[config.mk]
export PLATFORM = sky130hd
export DESIGN_NAME = shifter
export DESIGN_NICKNAME = d
export VERILOG_FILES = /design/src/rtl/shifter.sv
export SDC_FILE = /design/constraint.sdc
export NUM_CORES = 1
export LEC_CHECK = 0
export BUFFER_PORTS_ARGS = -buffer_cell sky130_fd_sc_hd__buf_4
export CAP_MARGIN = 20
export CORE_AREA = 2 2 41 43
export CTS_CLUSTER_SIZE = 20
export DETAILED_ROUTE_END_ITERATION = 10
export DIE_AREA = 0 0 43 45
export HOLD_SLACK_MARGIN = 0.02
export PLACE_DENSITY = 0.61
export SLEW_MARGIN = 5
export SYNTH_ARGS = -nofsm -noshare
export SYNTH_HDL_FRONTEND = slang
export SYNTH_SLANG_ARGS = --single-unit
[constraint.sdc]
create_clock -name clk -period 2.72 [get_ports clk]
set_clock_uncertainty 0.2 [all_clocks]
set_input_delay 0.272 -clock clk [delete_from_list [all_inputs] [get_ports clk]]
set_output_delay 0.272 -clock clk [all_outputs]
set_load 0.03 [all_outputs]
[src/rtl/shifter.sv]
// Parallel-load serialiser. A write captures a word; bits then leave one per
// clock on out, MSB first by default, LSB first when SHIFTER_LSB_FIRST_EN is defined.
module shifter #(
    parameter int WIDTH = 7
) (
    input  logic           clk,
    input  logic           reset,
    input  logic           write,
    input  logic [WIDTH:0] data,
    output logic           out,
    output logic           empty
);

    localparam int             POS_W = $clog2(WIDTH + 2);
    localparam logic [POS_W-1:0] FULL  = POS_W'(WIDTH + 1);

    logic [WIDTH:0]   buffer;
    logic [POS_W-1:0] position;
    logic [WIDTH:0]   buffer_d;
    logic [POS_W-1:0] position_d;

    // A write always wins, so a new word aborts whatever was still being sent.
    always_comb begin
        buffer_d   = buffer;
        position_d = position;
        if (write) begin
            buffer_d   = data;
            position_d = FULL;
        end else if (position != '0) begin
`ifdef SHIFTER_LSB_FIRST_EN
            buffer_d   = {1'b0, buffer[WIDTH:1]};
`else
            buffer_d   = {buffer[WIDTH-1:0], 1'b0};
`endif
            position_d = position - 1'b1;
        end
    end

    always_ff @(posedge clk or negedge reset) begin
        if (!reset) begin
            buffer   <= '0;
            position <= '0;
        end else begin
            buffer   <= buffer_d;
            position <= position_d;
        end
    end

    assign empty = (position == '0);

`ifdef SHIFTER_LSB_FIRST_EN
    assign out = empty ? 1'b0 : buffer[0];
`else
    assign out = empty ? 1'b0 : buffer[WIDTH];
`endif

endmodule

# Yosys cells after proc, flatten, opt, wreduce, memory -nomap -nowiden
# Cells that the tools add are included.
dict set report classes {
  bitwise_logic 0
  muxes 5
  addsub 1
  magnitude_cmp 0
  div_mod_pow 0
  shift 0
  n_reduce_logical 3
  n_eq_ne 0
  multipliers 0
}
# op count
set ops {}
lappend ops {{$mux 8} 2}
lappend ops {{$mux 4} 2}
lappend ops {{$logic_not 4->1} 1}
lappend ops {{$reduce_bool 4->1} 1}
lappend ops {{$sub 4x1->4 const B} 1}
lappend ops {{$reduce_bool 2->1} 1}
lappend ops {{$mux 1} 1}
dict set report totals {
  ramBits 0
  n_memories 0
  romBits 0
  elab_cells 11
  inputBits 11
  latchBits 0
  output_inout_bits 2
  reg_bits 12
}

# Longest topological paths before layout
# Gate-level depths: netlist (run 1).
dict set report logic_depth {
  ltp_word 3
  mapped_depth 7
  depth_no_buf 6
}

# Worst setup path before layout (run 1)
# OpenSTA, ideal clock, no wires.
dict set report synth_timing {
  path_kind {register to output}
  start {reg position[0]}
  end {out out}
  t_arrival_ns 1.404
  path_buffers 1
  path_stages_with_launch 6
  path_slack_ns 0.844
  cell_sequence {dfrtp_1 -> inv_1 -> ha_1 -> or3b_1 -> buf_2 -> and2_1}
}
dict set report synth_via {
  elab_chain_cells 2
}
# item line
set synth_rtl {}
lappend synth_rtl {{from (decl)} 18} ;# logic [POS_W-1:0] position;
lappend synth_rtl {{from (signal assigned)} 45} ;# position <= position_d;
lappend synth_rtl {{$logic_not 4->1} 49} ;# assign empty = (position == '0);
lappend synth_rtl {{$mux 1} 54} ;# assign out = empty ? 1'b0 : buffer[WIDTH];
lappend synth_rtl {{to (decl)} 10} ;# output logic out,
# No other way between the ends.

# Worst setup path in the final report (run 1)
dict set report layout_timing {
  start {reg position[0]}
  end {out empty}
}
dict set report layout_via {
  elab_chain_cells 1
}
# item line
set layout_rtl {}
lappend layout_rtl {{$logic_not 4->1} 49}
lappend layout_rtl {{to (decl)} 11} ;# output logic empty
# No other way between the ends.

==> results of run 1 <==
## layout make-up
class | count | area [um2] | area share
clock buffer | 3 | 22.5 | 0.0303
sequential | 12 | 300 | 0.403
inverter | 3 | 11.3 | 0.0151
tap | 16 | 20.0 | 0.0269
multi-input combinational | 44 | 280 | 0.376
timing repair buffer | 14 | 110 | 0.148
## where the power goes
part	internal, mW	switching (mW)
Combinational	0.108	0.139
Sequential	0.227	0.0291
Clock	0.0511	0.0539
Total	0.386	0.222
## registers in the layout (all words and copies together) (netlist names)
| name | cells |
|---|---|
| position | 4 |
| buffer | 8 |
## cells by family (layout without fill, tap and decap cells)
logic type,count (synthesis),after routing
AO/OA/AOI/OAI,17,17
XOR/XNOR,2,2
adder cells (fa/ha/maj),2,2
buffers and inverters,7,20
flip-flops,12,12
AND/OR/NAND/NOR,23,23
## per-stage QoR
step           area, um2  hold WS [ns]  power (mW)  utilization  worst slack (ns)
2_1_floorplan        617        -0.224       0.456            -             0.844
3_3_place_gp         702       -0.0782       0.503        0.477             0.676
3_5_place_dp         702       -0.0798       0.507        0.477             0.610
4_1_cts              744        0.0323       0.616        0.506             0.313
5_1_grt              744        0.0464       0.652        0.506             0.226
6_report             744        0.0406       0.608        0.506             0.337
## per-layer routing
layer	global-route usage	routed length, um	vias up	part of all wire
met3	0.0240	47	2	0.043
li1	-	-	234	-
met5	0	0	-	0
met4	0.0727	6	0	0.0054
met2	0.191	466	10	0.42
met1	0.167	581	203	0.53
## critical path: stages (launching register included)
cell and delay (ns):
dfrtp_1 0.38, inv_1 0.11, ha_1 0.17, or3b_1 0.54, inv_2 0.25, buf_4 0.20
## synth_stat cells (all sizes together)
cell type	n	share of area
nor2	2	0.016
a21oi	14	0.15
buf	3	0.034
nand2	9	0.055
or3	1	0.010
a211oi	1	0.020
clkbuf	1	0.0061
xnor2	2	0.028
o21ai	1	0.0081
or3b	1	0.014
a211o	1	0.014
nor2b	7	0.071
dfrtp	12	0.49
and2	1	0.010
inv	3	0.018
nor3	2	0.016
ha	2	0.041
## worst min path at each step
stage / start / endpoint
after global routing: data[2] / buffer[2]
after CTS: data[2] / buffer[2]
final: data[2] / buffer[2]
after global placement: reset / position[3]
after floorplan: reset / buffer[0]
after detailed placement: reset / position[3]
==> flow_summary.ini, run 1 <==
[logic_synthesis]
synth_compound_area_frac = 0.193
syn_nets = 76
yosys.area_share.xor_xnor = 0.0284
postSynthAreaPerCell_um2 = 9.79
synth-simple-area-share = 0.193
ys_types = 21
ys_ff_latch = 12
synth_cells = 63
ys.warnings.count = 0
synth.mux.area_fraction = 0
syn-cell-area_um2 = 617
synth.yosys.seq_area_share = 0.487
synth_top_family_by_area = simple AND/OR/NAND/NOR gates
synth_fa_ha_area_frac = 0.0406

[layout]
syn_to_final_growth_pct = 20.7
n_fill_cell = 154
fin_nets = 91
layout_common_cells = dfrtp_1 (12), buf_4 (12), nand2_1 (9)
drive_above_1_share = 0.316
instances_no_fill = 92
diodes = 0

[global_route]
grt_overflow = 0
grt_util_all_layers = 0.125
grt_max_degree = 21
antenna_found_initial = 0
grt_pass1_vias = 438
grt_pass1_wl_mm = 1.77

[drt]
avgRoutedWirePerCell_um = 12.0
route.vias.total = 449
totalWireLength_mm = 1.10
firstDrtPassIters = 4
drt_iter0_markers = 3
vias_per_cell = 4.88
antenna_left = 0
drc = 0

[floorplan]
die_w_um = 43
rows = 14
io-pin-count = 13
fp.dieH_um = 45
coreArea_mm2 = 0.00147
dieArea_mm2 = 0.00194
initial_core_util = 0.419

[run]
maxCapViolCount = 0

[status]
outcome = completed

[placement]
dp_hpwl_um = 719
dpl.cell_count = 87
port_buffers = 12
place.gp.congestion = 0.665

[power]
ir_drop_v = 0.000346
powerDensity_mw_per_mm2 = 816
p_leak_nw = 0.343

[clock_network]
clk_pin_slew_worst_paths_ns = 0.07
clkLatencyLatePin_ns = 0.26
cts_buffers = 3
ctsHoldBuffers = 2
cts_tree = yes
cts_root_buf = clkbuf_4
clockBufferDepth = 2
cts.sinks = 12
htreeDepth = 1
cts-resized-gates = 0
postCtsSetupBuffers = 0

[timing]
grt_setup_unrepaired = false
hold_viol = 0
fin_crit_ns = 2.38
worst_pin_slew_ns = 0.392
post-route-period-util = 0.876
slew_violations = 0
fmax_mhz = 420
setup-tns-final_ns = 0
setup_viol = 0
slew_headroom = 0.739

[worst_hold_path]
hold_class = in -> reg
hold_path_depth = 3

[setup_path]
worst_ep_required_time_ns = 2.25
crit_type = reg -> out
cp-start-kind = register
reg2reg_to = position[0]
cp.arrival_ns = 1.91
crit_end = empty
r2r-start = position[0]
path_max_fanout = 11
r2r_slack_ns = 0.75
end_kind = output pin
startpoint = position[0]
rr_worst_depth = 6
(Power assumes the default switching activity.)
==> run 2: changes to the inputs <==
--- a/config.mk
+++ b/config.mk
@@ -11,8 +11,9 @@
 export CTS_CLUSTER_SIZE = 20
 export DETAILED_ROUTE_END_ITERATION = 10
 export DIE_AREA = 0 0 43 45
+export GPL_TIMING_DRIVEN = 0
 export HOLD_SLACK_MARGIN = 0.02
-export PLACE_DENSITY = 0.61
+export PLACE_DENSITY = 0.73
 export SLEW_MARGIN = 5
 export SYNTH_ARGS = -nofsm -noshare
 export SYNTH_HDL_FRONTEND = slang
==> run 2 against run 1 <==
Effect of this change: clock power up 40%; critical path depth up 1; critical endpoint is now out; critical path type unchanged; utilization up 2.1 points; combinational power up 7%; sequential power about the same; global-route usage up 3.0 points; cell count up 4.3%; total power up 9.6%; via count up 11%; register-to-register slack better by 0.19 ns.
==> flow_summary.ini, run 2 (synthesis gave the netlist of run 1 again) <==
[status]
outcome = completed

[global_route]
grt_overflow = 0
grt_max_degree = 13
grt_pass1_wl_mm = 2.13
antenna_found_initial = 0
grt_pass1_vias = 476
grt_util_all_layers = 0.155

[timing]
worst_pin_slew_ns = 0.333
fmax_mhz = 429
setup-tns-final_ns = 0
slew_violations = 0
setup_ws_ns = 0.388
grt_setup_unrepaired = false
post-route-period-util = 0.857
hold_viol = 0
setup_viol = 0
slew_headroom = 0.778
fin_crit_ns = 2.33

[setup_path]
path_max_fanout = 10
startpoint = position[0]
end_kind = output pin
r2r-start = position[0]
cp_slowest_cell = dfrtp_1
crit_end = out
crit_family = simple AND/OR/NAND/NOR gates
cp.arrival_ns = 1.86
path_cells = inv_1 -> ha_1 -> or3b_1 -> buf_2 -> and2_1 -> buf_4
crit_cells = 6
cp-start-kind = register
path_buf_inv = 3
reg2reg_to = position[1]
r2r_slack_ns = 0.94
rr_worst_depth = 6
crit_type = reg -> out
cp_slowest_stage_delay_ns = 0.38
worst_ep_required_time_ns = 2.25

[drt]
totalWireLength_mm = 1.15
antenna_left = 0
avgRoutedWirePerCell_um = 12.0
firstDrtPassIters = 4
drc = 0
vias_per_cell = 5.20
route.vias.total = 499
drt_iter0_markers = 3

[floorplan]
io-pin-count = 13
coreArea_mm2 = 0.00147
initial_core_util = 0.419
dieArea_mm2 = 0.00194
fp.dieH_um = 45
rows = 14
die_w_um = 43

[power]
p_sw_uw = 237
powerDensity_mw_per_mm2 = 859
p_seq_frac = 0.381
combPwrFrac = 0.398
internal-power_uw = 429
ir_drop_v = 0.000374
p_clk_frac = 0.220
p_leak_nw = 0.360
p_sw_frac = 0.356

[layout]
layout_common_cells = dfrtp_1 (12), buf_4 (11), nand2_1 (9)
instances_no_fill = 96
diodes = 0
drive_above_1_share = 0.338
n_fill_cell = 155
largestRegisters = buffer (8), position (4)
layout_commonest_cell = dfrtp_1
regMostFlops = buffer
syn_to_final_growth_pct = 25.8
fin_nets = 94
largest_reg_flops = 8

[clock_network]
clockBufferDepth = 2
ctsHoldBuffers = 2
cts_tree = yes
cts.sinks = 12
clk_pin_slew_worst_paths_ns = 0.08
clkLatencyLatePin_ns = 0.28
cts_buffers = 3
htreeDepth = 1
cts-resized-gates = 0
postCtsSetupBuffers = 0
cts_root_buf = clkbuf_4

[placement]
place_ws_ns = 0.683
place.gp.congestion = 0.671
dpl.cell_count = 90
port_buffers = 11
dp_hpwl_um = 832

[worst_hold_path]
hold_class = in -> reg

[run]
maxCapViolCount = 0
## run 2: changes by cell type in the layout (fill, tap and decap cells not counted), sizes merged
cell / previous run / this run
buf: 12 / 14
clkbuf: 3 / 5
## run 2: layout make-up
cell class              instances  area [um2]  share of cell area
flip-flops and latches         12         300               0.387
well taps                      16        20.0              0.0258
repair buffers                 13         103               0.132
inverters                       3        11.3              0.0145
clock buffers                   4        36.3              0.0468
plain buffers                   4        25.0              0.0323
multi-input cells              44         280               0.361
## run 2: power groups by stage
| stage | Clock (mW) | Sequential, mW | Combinational (mW) |
|---|---|---|---|
| after floorplan | 0 | 0.251 | 0.205 |
| after global placement | 0 | 0.258 | 0.257 |
| after detailed placement | 0 | 0.259 | 0.267 |
| after CTS | 0.150 | 0.255 | 0.270 |
| after global routing | 0.156 | 0.262 | 0.295 |
| final | 0.147 | 0.254 | 0.265 |
## run 2: worst min path at each step
stage / startpoint / to / cells past startpoint
floorplan: reset / buffer[0] / 0
global placement: reset / buffer[2] / 1
detailed placement: reset / buffer[2] / 1
CTS: data[5] / buffer[5] / 3
global route: data[6] / buffer[6] / 3
finish: data[6] / buffer[6] / 3
## run 2: through the flow
step | instance area [um2] | util | power, mW | hold slack [ns]
6_report | 776 | 0.527 | 0.666 | 0.0217
5_1_grt | 776 | 0.527 | 0.712 | 0.0283
4_1_cts | 776 | 0.527 | 0.676 | 0.0203
3_5_place_dp | 719 | 0.489 | 0.526 | -0.0756
3_3_place_gp | 719 | 0.489 | 0.515 | -0.0787
2_1_floorplan | 617 | - | 0.456 | -0.224
## run 2: worst register-to-register path, cell delays in order (launching register included)
cell,delay (ns)
dfrtp_1,0.38
inv_1,0.11
ha_1,0.17
or3b_1,0.38
buf_2,0.21
nor2_1,0.15
a211oi_2,0.07
## run 2: routing by layer
| layer | share of wire | global-route usage | vias to the layer above |
|---|---|---|---|
| met3 | 0.045 | 0.0240 | 5 |
| met4 | 0.042 | 0.127 | 0 |
| met1 | 0.43 | 0.186 | 240 |
| li1 | - | - | 242 |
| met2 | 0.48 | 0.248 | 12 |
| met5 | 0 | 0 | - |
